File: src/rtl/gearbox_fifo.sv
// gearbox_fifo: width-converting FIFO that repacks IN_WIDTH-bit words into
// OUT_WIDTH-bit words in either direction. Words are stored as LANE_W-bit
// lanes in a circular buffer of CAP lanes.
//
// Ports:
//   clk         rising-edge clock
//   rst         asynchronous active-low reset
//   clr         synchronous flush (pointers, level, sticky flags)
//   wr_en       write request, accepted when !full
//   data_in     IN_WIDTH-bit write word
//   rd_en       read request, accepted when !empty
//   data_out    OUT_WIDTH-bit read word
//   empty       fewer than OUT_LANES lanes stored
//   full        fewer than IN_LANES lanes free
//   almost_full level >= AF_THRESH
//   level       number of stored lanes
//   overflow    sticky: write attempted while full
//   underflow   sticky: read attempted while empty
//
// Build option: GEARBOX_FIFO_FWFT_EN selects first-word fall-through, where
// data_out shows the head lanes combinationally (0 while empty). Without it,
// data_out is a register loaded by each accepted read.
module gearbox_fifo #(
  parameter int IN_WIDTH  = 16,
  parameter int OUT_WIDTH = 4,
  parameter int DEPTH     = 8,
  parameter bit MSB_FIRST = 1'b1,
  localparam int LANE_W    = (IN_WIDTH < OUT_WIDTH) ? IN_WIDTH : OUT_WIDTH,
  localparam int R         = ((IN_WIDTH > OUT_WIDTH) ? IN_WIDTH : OUT_WIDTH) / LANE_W,
  localparam int IN_LANES  = IN_WIDTH / LANE_W,
  localparam int OUT_LANES = OUT_WIDTH / LANE_W,
  localparam int CAP       = DEPTH * R,
  parameter int AF_THRESH  = CAP - IN_LANES,
  localparam int LW        = $clog2(CAP + 1)
) (
  input  logic                 clk,
  input  logic                 rst,
  input  logic                 clr,
  input  logic                 wr_en,
  input  logic [IN_WIDTH-1:0]  data_in,
  input  logic                 rd_en,
  output logic [OUT_WIDTH-1:0] data_out,
  output logic                 empty,
  output logic                 full,
  output logic                 almost_full,
  output logic [LW-1:0]        level,
  output logic                 overflow,
  output logic                 underflow
);

  localparam int PW = $clog2(CAP);
  localparam logic [PW:0]   CAP_P    = (PW+1)'(CAP);
  localparam logic [LW-1:0] IN_L     = LW'(IN_LANES);
  localparam logic [LW-1:0] OUT_L    = LW'(OUT_LANES);
  localparam logic [LW-1:0] FULL_LIM = LW'(CAP - IN_LANES);
  localparam logic [LW-1:0] AF_L     = LW'(AF_THRESH);

  // Lane index base+off modulo CAP; CAP need not be a power of two, so the
  // wrap is an explicit compare-and-subtract on a one-bit-wider sum.
  function automatic logic [PW-1:0] lane_idx(input logic [PW-1:0] base, input int off);
    logic [PW:0] sum_s;
    sum_s = {1'b0, base} + (PW+1)'(off);
    if (sum_s >= CAP_P) begin
      sum_s = sum_s - CAP_P;
    end else begin
      sum_s = sum_s;
    end
    return sum_s[PW-1:0];
  endfunction

  logic [LANE_W-1:0]    mem_r [CAP];
  logic [PW-1:0]        wptr_r;
  logic [PW-1:0]        rptr_r;
  logic [LW-1:0]        level_r;
  logic                 overflow_r;
  logic                 underflow_r;
  logic                 empty_s;
  logic                 full_s;
  logic                 wr_acc_s;
  logic                 rd_acc_s;
  logic [LW-1:0]        level_nxt_s;
  logic [OUT_WIDTH-1:0] rd_word_s;

  assign empty_s     = (level_r < OUT_L);
  assign full_s      = (level_r > FULL_LIM);
  assign empty       = empty_s;
  assign full        = full_s;
  assign almost_full = (level_r >= AF_L);
  assign level       = level_r;
  assign overflow    = overflow_r;
  assign underflow   = underflow_r;

  // Both operations are judged on pre-edge flags; flush suppresses both.
  assign wr_acc_s = wr_en && !full_s && !clr;
  assign rd_acc_s = rd_en && !empty_s && !clr;

  // Gather OUT_LANES head lanes into one output word in the chosen lane order.
  always_comb begin
    rd_word_s = '0;
    for (int j = 0; j < OUT_LANES; j++) begin
      if (MSB_FIRST) begin
        rd_word_s[OUT_WIDTH-1-j*LANE_W -: LANE_W] = mem_r[lane_idx(rptr_r, j)];
      end else begin
        rd_word_s[j*LANE_W +: LANE_W] = mem_r[lane_idx(rptr_r, j)];
      end
    end
  end

  // Next fill level from the accepted write/read pair.
  always_comb begin
    level_nxt_s = level_r;
    if (wr_acc_s) begin
      level_nxt_s = level_nxt_s + IN_L;
    end else begin
      level_nxt_s = level_nxt_s;
    end
    if (rd_acc_s) begin
      level_nxt_s = level_nxt_s - OUT_L;
    end else begin
      level_nxt_s = level_nxt_s;
    end
  end

  // Lane storage: split an accepted write word into consecutive lanes.
  always_ff @(posedge clk) begin
    if (wr_acc_s) begin
      for (int i = 0; i < IN_LANES; i++) begin
        mem_r[lane_idx(wptr_r, i)] <= MSB_FIRST ? data_in[IN_WIDTH-1-i*LANE_W -: LANE_W]
                                                : data_in[i*LANE_W +: LANE_W];
      end
    end
  end

  // Pointers, level and sticky error flags.
  always_ff @(posedge clk or negedge rst) begin
    if (!rst) begin
      wptr_r      <= '0;
      rptr_r      <= '0;
      level_r     <= '0;
      overflow_r  <= 1'b0;
      underflow_r <= 1'b0;
    end else if (clr) begin
      wptr_r      <= '0;
      rptr_r      <= '0;
      level_r     <= '0;
      overflow_r  <= 1'b0;
      underflow_r <= 1'b0;
    end else begin
      if (wr_acc_s) begin
        wptr_r <= lane_idx(wptr_r, IN_LANES);
      end
      if (rd_acc_s) begin
        rptr_r <= lane_idx(rptr_r, OUT_LANES);
      end
      level_r <= level_nxt_s;
      if (wr_en && full_s) begin
        overflow_r <= 1'b1;
      end
      if (rd_en && empty_s) begin
        underflow_r <= 1'b1;
      end
    end
  end

`ifdef GEARBOX_FIFO_FWFT_EN
  assign data_out = empty_s ? '0 : rd_word_s;
`else
  logic [OUT_WIDTH-1:0] data_out_r;

  // Registered read port: loads on an accepted read, holds otherwise
  // (including across a flush).
  always_ff @(posedge clk or negedge rst) begin
    if (!rst) begin
      data_out_r <= '0;
    end else if (rd_acc_s) begin
      data_out_r <= rd_word_s;
    end
  end

  assign data_out = data_out_r;
`endif

endmodule

File: config.mk
export PLATFORM = sky130hd
export DESIGN_NAME = gearbox_fifo
export DESIGN_NICKNAME = d
export VERILOG_FILES = /design/src/rtl/gearbox_fifo.sv
export SDC_FILE = /design/constraint.sdc
export NUM_CORES = 1
export LEC_CHECK = 0
export ABC_AREA = 1
export CAP_MARGIN = 10
export CORE_UTILIZATION = 55
export DETAILED_ROUTE_END_ITERATION = 6
export GPL_TIMING_DRIVEN = 0
export PLACE_DENSITY = 0.74
export SLEW_MARGIN = 20
export SYNTH_ARGS = -nofsm -noshare
export SYNTH_HDL_FRONTEND = slang
export SYNTH_SLANG_ARGS = --single-unit
File: constraint.sdc
create_clock -name clk -period 6.5 [get_ports clk]
set_input_delay 0.65 -clock clk [delete_from_list [all_inputs] [get_ports clk]]
set_output_delay 0.65 -clock clk [all_outputs]
set_load 0.02 [all_outputs]
==> results of run 1 <==
==> logic make-up (layout without fill, tap and decap cells) <==
family,count (synthesis),in the layout,synth area share
AOI/OAI and AO/OA,203,203,0.146
xor gates and xnor gates,1,1,0.00121
adders and majority gates,6,6,0.0104
buffers and inverters,97,160,0.0644
DFF,148,148,0.599
and+or+nand+nor,291,291,0.179
==> worst max-delay path: stages (launching register included) <==
cell,delay [ns]
dfrtp_1,0.45
ha_1,0.25
nand2_2,0.08
nand2_4,0.08
nand2_4,0.07
inv_1,0.08
clkdlybuf4s50_1,0.60
==> power by group <==
group	total [mW]	switching [mW]	internal, mW
clock	0.945	0.363	0.581
sequential	1.14	0.0405	1.10
combinational	0.850	0.566	0.285
==> cell usage in the layout (no fill, tap or decap), types with 2 or more instances in the layout <==
cell and instances:
edfxtp_1 128, nor2_1 127, nand2_1 105, o21ai_0 86
o21ai_1 85, inv_1 40, clkdlybuf4s50_1 31, nand3_1 29
clkbuf_1 25, dfrtp_1 20, clkbuf_16 18, o211ai_1 16
a21oi_1 15, buf_2 12, nor2_4 9, inv_2 9
buf_6 9, or2_2 8, clkbuf_8 7, ha_1 6
nand4_1 3, nand2_2 3, buf_4 3, clkinv_1 2
nor3_1 2, nand2_4 2, nand2_8 2, clkinv_2 2
==> synth_stat cells <==
cell type / count
edfxtp_1: 128
nor2_1: 127
nand2_1: 105
o21ai_0: 86
o21ai_1: 85
inv_1: 40
nand3_1: 29
clkbuf_1: 20
dfrtp_1: 20
o211ai_1: 16
a21oi_1: 15
buf_2: 12
buf_6: 9
inv_2: 9
nor2_4: 9
or2_2: 8
ha_1: 6
buf_4: 3
nand2_2: 3
nand4_1: 3
clkinv_1: 2
nand2_4: 2
nand2_8: 2
nor3_1: 2
clkbuf_2: 1
inv_8: 1
nand3_4: 1
o22ai_1: 1
xnor2_1: 1
==> cell type report <==
class / count / share of cell area
repair buffers: 31 / 0.0372
well taps: 172 / 0.0258
inverters: 52 / 0.0243
flip-flops and latches: 148 / 0.520
clock buffers: 30 / 0.0677
clock inverters: 2 / 0.00120
multi-input cells: 501 / 0.292
plain buffers: 45 / 0.0316
==> worst min-delay path by stage <==
stage	start	endpoint	cells after the start	slack [ns]
floorplan	rst	data_out[0]$_DFFE_PN0P_	0	0.35
global placement	data_out[1]$_DFFE_PN0P_	data_out[1]$_DFFE_PN0P_	2	0.48
detailed placement	data_out[1]$_DFFE_PN0P_	data_out[1]$_DFFE_PN0P_	2	0.48
CTS	data_out[1]$_DFFE_PN0P_	data_out[1]$_DFFE_PN0P_	2	0.49
global route	data_out[1]$_DFFE_PN0P_	data_out[1]$_DFFE_PN0P_	2	0.52
finish	data_out[1]$_DFFE_PN0P_	data_out[1]$_DFFE_PN0P_	2	0.49
==> state kept, by name (all words and copies together), names as in the netlist <==
name and cells:
mem_r 128, level 6, rptr_r 5, data_out 4
wptr_r 3, overflow 1, underflow 1
==> through the flow <==
step           instance area, um^2  total power [mW]  setup slack (ns)   util  instances
4_1_cts                       8350              2.91              3.80  0.656        981
6_report                      8350              2.93              3.81  0.656        981
5_1_grt                       8350              3.06              3.71  0.656        981
3_5_place_dp                  7770              1.99              3.57  0.611        949
3_3_place_gp                  7770              1.97              3.63  0.611        949
2_1_floorplan                 7250              1.69              4.26      -        746
==> routing by layer <==
metal  share of wire  track usage  vias to the layer above
li1                -            -                     2690
met1            0.38        0.419                     2739
met3            0.11       0.0608                       64
met4           0.036        0.150                        0
met5               0            0                        -
met2            0.47        0.505                      391
==> impl_metrics.json, run 1 <==
{
  "status": "complete, no violations",
  "drive_gt1_frac": 0.108,
  "cts_hold_buf": 0,
  "finalMaxSlewViolations": 0,
  "netlist_area_mm2": 0.00725,
  "grt_max_degree": 21,
  "peakVddDrop_mv": 0.175,
  "gp_congestion": 0.926,
  "finClkSkew_ns": 0.00762,
  "insertion_delay_ns": 0.43,
  "reg2reg_to": "mem_r[22][2]$_DFFE_PP_",
  "syn_avg_cell_area_um2": 9.71,
  "ff_latch_area_mm2": 0.00434,
  "synth_top_area_share": 0.530,
  "antenna_found_initial": 0,
  "worst_slew_pin_slew_ns": 0.932,
  "hold_class": "reg -> reg",
  "rsz0062_at_grt": "false",
  "drt_pre_antenna_iters": 6,
  "globalRouteOverflowTotal": 0,
  "numCtsBuffers": 17,
  "cts_setup_buffers": 0,
  "leakage_nw": 3.13,
  "antenna_cells": 0,
  "post_cts_resized": 0,
  "initial_core_util": 0.570,
  "maxCapViolations": 0,
  "setup-tns-final_ns": 0,
  "period_minus_slack_ns": 2.69,
  "io_buffers": 31,
  "final_nets": 823,
  "yosys_register_bits": 148,
  "min_period_over_period": 0.415,
  "arrival_ns": 2.04,
  "crit_start": "level[2]$_DFF_PN0_",
  "drt_iter0_drc": 716,
  "root_buffer": "clkbuf_16",
  "synth_warnings": 0,
  "hold_viol": 0,
  "synth_top_area_cell": "edfxtp_1",
  "io_pins": 36,
  "yosysSeqAreaShare": 0.599,
  "grt_pass1_wl_um": 30400,
  "wl_per_cell_um": 20.2,
  "cts_sinks": 148,
  "remaining_drc_errors": 0,
  "path_max_fanout": 7,
  "fp.dieArea_mm2": 0.0136,
  "r2r_slack_ns": 4.01,
  "wirelength_um": 19800,
  "setup_viol": 0,
  "vias": 5884,
  "area_growth_pct": 15.2,
  "required_ns": 5.85,
  "core_area_mm2": 0.0127,
  "synthTopCellsByArea": "edfxtp_1, dfrtp_1, nor2_1",
  "netlist_instances": 746,
  "cp-end-kind": "primary output",
  "die_w_um": 117,
  "synthesis.nets": 773,
  "rr_startpoint": "level[2]$_DFF_PN0_",
  "ff2ff_path_depth": 9,
  "yosysUniqueCellTypes": 29,
  "grt_usage": 0.316,
  "fmax_ghz": 0.371,
  "p_per_area_mw_per_mm2": 352,
  "clk_pin_slew_ns": 0.05,
  "dieHeight_um": 117,
  "multi_input_area_mm2": 0.00244,
  "fill_cells": 1045,
  "htreeDepth": 4,
  "rows": 41,
  "clockBufferDepth": 2,
  "drtAntennaViolNets": 0,
  "relSlewSlack": 0.376,
  "grt_pass1_vias": 5515,
  "vias_per_cell": 6.00,
  "cts_tree": "yes",
  "critPathCapture": "full",
  "dp.final_hpwl_um": 13600,
  "start_kind": "register",
  "whs_ns": 0.488,
  "criticalPathCategory": "reg -> out"
}
Power figures use the tool's default switching activity.
==> run 2, diff against run 1 <==
==> constraint.sdc (replaced) <==
create_clock -name clk -period 2.63 [get_ports clk]
set_input_delay 0.263 -clock clk [delete_from_list [all_inputs] [get_ports clk]]
set_output_delay 0.263 -clock clk [all_outputs]
set_load 0.02 [all_outputs]
==> run 2 against run 1 <==
  * First-iteration DRC count grew 6.0%
  * Critical endpoint is now mem_r[21][0]$_DFFE_PP_
  * Register-to-register slack lost 3.9 ns
  * Largest power group unchanged
  * Critical path type is now reg -> reg
  * Global-route usage is the same
  * Power grew 150%
  * Count of clock-buffer cells in the layout is the same
==> impl_metrics.json, run 2 (same netlist as run 1, synthesis figures left out) <==
{
  "status": "complete, no violations",
  "fp.dieArea_mm2": 0.0136,
  "rows": 41,
  "area_growth_pct": 15.2,
  "initial_core_util": 0.570,
  "final_nets": 823,
  "relSlewSlack": 0.375,
  "peakVddDrop_mv": 0.431,
  "start_kind": "register",
  "clk_pin_slew_ns": 0.06,
  "ff2ff_path_depth": 9,
  "antenna_found_initial": 0,
  "largest_reg_flops": 128,
  "multi_input_area_mm2": 0.00244,
  "die_w_um": 117,
  "final_cell_mix": "edfxtp_1, nor2_1, nand2_1",
  "ff_latch_area_mm2": 0.00434,
  "numCtsBuffers": 17,
  "hold_viol": 0,
  "htreeDepth": 4,
  "drive_gt1_frac": 0.109,
  "path_max_fanout": 10,
  "core_area_mm2": 0.0127,
  "finClkSkew_ns": 0.00708,
  "period_minus_slack_ns": 2.48,
  "arrival_ns": 2.55,
  "dp_cells": 949,
  "grt_usage": 0.316,
  "setup-tns-final_ns": 0,
  "grt_pass1_wl_um": 30400,
  "wl_per_cell_um": 20.2,
  "cts_tree": "yes",
  "grt_pass1_vias": 5515,
  "required_ns": 2.70,
  "fill_cells": 1044,
  "wirelength_um": 19800,
  "drt_pre_antenna_iters": 6,
  "drtAntennaViolNets": 0,
  "vias": 5927,
  "cts_sinks": 148,
  "final_cells": 981,
  "min_period_over_period": 0.944,
  "hold_class": "in -> async",
  "setup_viol": 0,
  "fmax_ghz": 0.403,
  "criticalPathCategory": "reg -> reg",
  "rsz0062_at_grt": "false",
  "insertion_delay_ns": 0.43,
  "dp.final_hpwl_um": 13600,
  "cts_setup_buffers": 0,
  "regMostFlops": "mem_r",
  "io_buffers": 31,
  "finalMaxSlewViolations": 0,
  "gp_congestion": 0.926,
  "remaining_drc_errors": 0,
  "io_pins": 36,
  "drt_iter0_drc": 759,
  "worst_slew_pin_slew_ns": 0.934,
  "globalRouteOverflowTotal": 0,
  "root_buffer": "clkbuf_16",
  "dieHeight_um": 117,
  "maxCapViolations": 0,
  "cp-end-kind": "register",
  "p_per_area_mw_per_mm2": 869,
  "antenna_cells": 0,
  "mostFrequentLayoutCell": "edfxtp_1",
  "vias_per_cell": 6.04,
  "leakage_nw": 3.13,
  "grt_max_degree": 21,
  "clockBufferDepth": 2
}
[run 2: cell types whose count changed in the layout (fill, tap and decap cells not counted)]
cell,previous run,this run
nor2_1,127,126
nor2_2,0,1
[run 2: what timing repair did]
action | 4_1_cts | 5_1_grt
hold buffers | 0 | 0
resized for setup | 0 | 1
endpoints found under the setup margin | 0 | 8
[run 2: cell type report]
| type | instances | area share |
|---|---|---|
| well taps | 172 | 0.0258 |
| plain buffers | 45 | 0.0316 |
| inverters | 52 | 0.0243 |
| multi-input cells | 501 | 0.292 |
| repair buffers | 31 | 0.0372 |
| clock inverters | 2 | 0.00120 |
| flip-flops and latches | 148 | 0.520 |
| clock buffers | 30 | 0.0677 |
[run 2: final timing paths]
check | start | end | slack (ns)
max | level[2]$_DFF_PN0_ | mem_r[21][0]$_DFFE_PP_ | 0.15
min | rst | rptr_r[2]$_DFFE_PN0P_ | 0.35
max reg2reg | level[2]$_DFF_PN0_ | mem_r[21][0]$_DFFE_PP_ | 0.15
min reg2reg | data_out[1]$_DFFE_PN0P_ | data_out[1]$_DFFE_PN0P_ | 0.49
max in group asynchronous | rst | level[0]$_DFFE_PN0P_ | 1.70
min in group clk | rd_en | underflow$_DFFE_PN0P_ | 0.45
[run 2: critical path, cell delays in order (launching register included)]
cell and delay (ns):
dfrtp_1 0.45, ha_1 0.27, nand2_2 0.09, nand2_4 0.05
nand2_4 0.09, nand3_4 0.13, inv_8 0.13, nand2_8 0.09
buf_2 0.24, nor2_1 0.56
[run 2: layer usage]
| layer | track usage | wire [um] | vias up | share of wire |
|---|---|---|---|---|
| met3 | 0.0608 | 2270 | 68 | 0.11 |
| met5 | 0 | 0 | - | 0 |
| met2 | 0.505 | 9240 | 400 | 0.47 |
| li1 | - | - | 2685 | - |
| met1 | 0.419 | 7640 | 2774 | 0.39 |
| met4 | 0.150 | 681 | 0 | 0.034 |
[run 2: through the flow]
stage               setup slack [ns]  utilization  power, mW  hold WS [ns]  instance area, um^2
floorplan                      0.388            -       4.18       -0.0326                 7250
global route                  0.0128        0.656       7.57         0.442                 8350
finish                         0.149        0.656       7.26         0.354                 8350
detailed placement            0.0918        0.611       4.91         0.477                 7770
CTS                            0.162        0.656       7.20         0.380                 8350
global placement               0.152        0.611       4.86         0.481                 7770
[run 2: where the power goes]
part           switching, mW  leakage (nW)  internal (mW)
registers             0.0993          1.42           2.72
clock network          0.901         0.286           1.44
logic                   1.40          1.42          0.704
==> run 3, diff against run 2 <==
--- a/config.mk
+++ b/config.mk
@@ -15,3 +15,4 @@
 export SYNTH_ARGS = -nofsm -noshare
 export SYNTH_HDL_FRONTEND = slang
 export SYNTH_SLANG_ARGS = --single-unit
+export TNS_END_PERCENT = 10
==> constraint.sdc (replaced) <==
create_clock -name clk -period 2.63 [get_ports clk]
set_input_delay 0.526 -clock clk [delete_from_list [all_inputs] [get_ports clk]]
set_output_delay 0.526 -clock clk [all_outputs]
set_load 0.02 [all_outputs]
==> run 3 against run 2 <==
  * Setup slack worse by 0.0059 ns
  * Sequential power is essentially flat
  * Wire length about the same
  * Fmax is 0.24% lower
  * Via count about the same
  * Critical path type is now reg -> out
  * Largest power group unchanged
==> impl_metrics.json, run 3 (same netlist as run 1, synthesis figures left out) <==
{
  "root_buffer": "clkbuf_16",
  "setup_viol": 0,
  "whs_ns": 0.488,
  "core_area_mm2": 0.0127,
  "peakVddDrop_mv": 0.430,
  "finClkSkew_ns": 0.00716,
  "leakage_nw": 3.14,
  "wirelength_um": 19800,
  "antenna_cells": 0,
  "p_sw_mw": 2.40,
  "grt_pass1_wl_um": 30400,
  "arrival_ns": 1.96,
  "area_growth_pct": 15.3,
  "drive_gt1_frac": 0.109,
  "final_cell_mix": "edfxtp_1, nor2_1, nand2_1",
  "dp.final_hpwl_um": 13600,
  "cts_sinks": 148,
  "worst_slew_pin_slew_ns": 0.934,
  "p_sw_frac": 0.331,
  "finalMaxSlewViolations": 0,
  "die_w_um": 117,
  "largest_reg_flops": 128,
  "dp_cells": 949,
  "multi_input_area_mm2": 0.00244,
  "clockBufferDepth": 2,
  "vias": 5926,
  "remaining_drc_errors": 0,
  "mostFrequentLayoutCell": "edfxtp_1",
  "dieHeight_um": 117,
  "fill_cells": 1043,
  "path_cells": "inv_1 > ha_1 > nand3_1 > inv_1 > clkdlybuf4s50_1",
  "drtAntennaViolNets": 0,
  "criticalPathCategory": "reg -> out",
  "io_buffers": 31,
  "maxCapViolations": 0,
  "final_cells": 981,
  "min_period_over_period": 0.946,
  "initial_core_util": 0.570,
  "critPathMostFrequentCell": "inv_1",
  "hold_viol": 0,
  "power_frac_seq": 0.388,
  "grt_pass1_vias": 5515,
  "cts_setup_buffers": 0,
  "post_cts_resized": 0,
  "fmax_ghz": 0.402,
  "power.internal_mw": 4.86,
  "rsz0062_at_grt": "false",
  "wl_per_cell_um": 20.2,
  "insertion_delay_ns": 0.43,
  "p_per_area_mw_per_mm2": 869,
  "path_buf_inv": 3,
  "crit_family": "buffers and inverters",
  "relSlewSlack": 0.375,
  "final_nets": 823,
  "path_max_fanout": 7,
  "cts_hold_buf": 0,
  "max_stage_delay_ns": 0.60,
  "ff_latch_area_mm2": 0.00434,
  "antenna_found_initial": 0,
  "io_pins": 36,
  "cts_tree": "yes",
  "regMostFlops": "mem_r",
  "grt_usage": 0.316,
  "p_clk_frac": 0.322,
  "cp-end-kind": "primary output",
  "drt_iter0_drc": 759,
  "start_kind": "register",
  "hold_class": "reg -> reg",
  "gp_congestion": 0.926,
  "clk_pin_slew_ns": 0.06,
  "fp.dieArea_mm2": 0.0136,
  "htreeDepth": 4,
  "grt_max_degree": 21,
  "status": "complete, no violations",
  "period_minus_slack_ns": 2.49,
  "cpMaxStageDelayCell": "clkdlybuf4s50_1",
  "drt_pre_antenna_iters": 6,
  "required_ns": 2.10,
  "vias_per_cell": 6.04,
  "comb_power_share": 0.290,
  "globalRouteOverflowTotal": 0,
  "rows": 41,
  "numCtsBuffers": 17
}
[run 3: final cells by class]
type                       count  share of cell area
sequential                   148               0.520
multi-input combinational    501               0.292
clock buffer                  30              0.0677
timing repair buffer          31              0.0374
buffer                        45              0.0316
tap                          172              0.0258
inverter                      52              0.0243
clock inverter                 2             0.00120
[run 3: power groups by stage]
stage	Combinational, mW	Sequential [mW]	Clock [mW]
5_1_grt	2.31	2.83	2.43
4_1_cts	2.07	2.81	2.32
2_1_floorplan	1.25	2.93	0
3_3_place_gp	2.01	2.85	0
6_report	2.10	2.82	2.34
3_5_place_dp	2.05	2.86	0
[run 3: path summary, 6_finish.rpt]
| kind | from | end | slack [ns] | depth (start not counted) |
|---|---|---|---|---|
| max | level[2]$_DFF_PN0_ | empty | 0.14 | 5 |
| min reg2reg | data_out[1]$_DFFE_PN0P_ | data_out[1]$_DFFE_PN0P_ | 0.49 | 2 |
| min | data_out[1]$_DFFE_PN0P_ | data_out[1]$_DFFE_PN0P_ | 0.49 | 2 |
| min in group asynchronous | rst | rptr_r[2]$_DFFE_PN0P_ | 0.62 | 1 |
| max reg2reg | level[2]$_DFF_PN0_ | mem_r[21][0]$_DFFE_PP_ | 0.15 | 9 |
| max in group asynchronous | rst | level[0]$_DFFE_PN0P_ | 1.44 | 1 |
[run 3: metrics by stage]
step	instance area [um^2]	utilization	setup WS [ns]	power [mW]	TNS, ns
floorplan	7250	-	0.388	4.18	0
global placement	7770	0.611	-0.111	4.86	-3.17
detailed placement	7770	0.611	-0.171	4.91	-5.06
CTS	8350	0.656	0.0588	7.20	0
global route	8350	0.657	0.0128	7.57	0
finish	8350	0.657	0.143	7.26	0
[run 3: layer usage]
metal | share of wire | vias up | GRT usage
li1 | - | 2685 | -
met1 | 0.39 | 2770 | 0.419
met2 | 0.47 | 403 | 0.505
met3 | 0.11 | 68 | 0.0608
met4 | 0.034 | 0 | 0.150
met5 | 0 | - | 0
[run 3: worst register-to-register path, stage by stage, from the launching register on]
cell     delay (ns)
dfrtp_1        0.45
ha_1           0.27
nand2_2        0.09
nand2_4        0.05
nand2_4        0.09
nand3_4        0.13
inv_8          0.13
nand2_8        0.10
buf_2          0.24
nor2_1         0.56
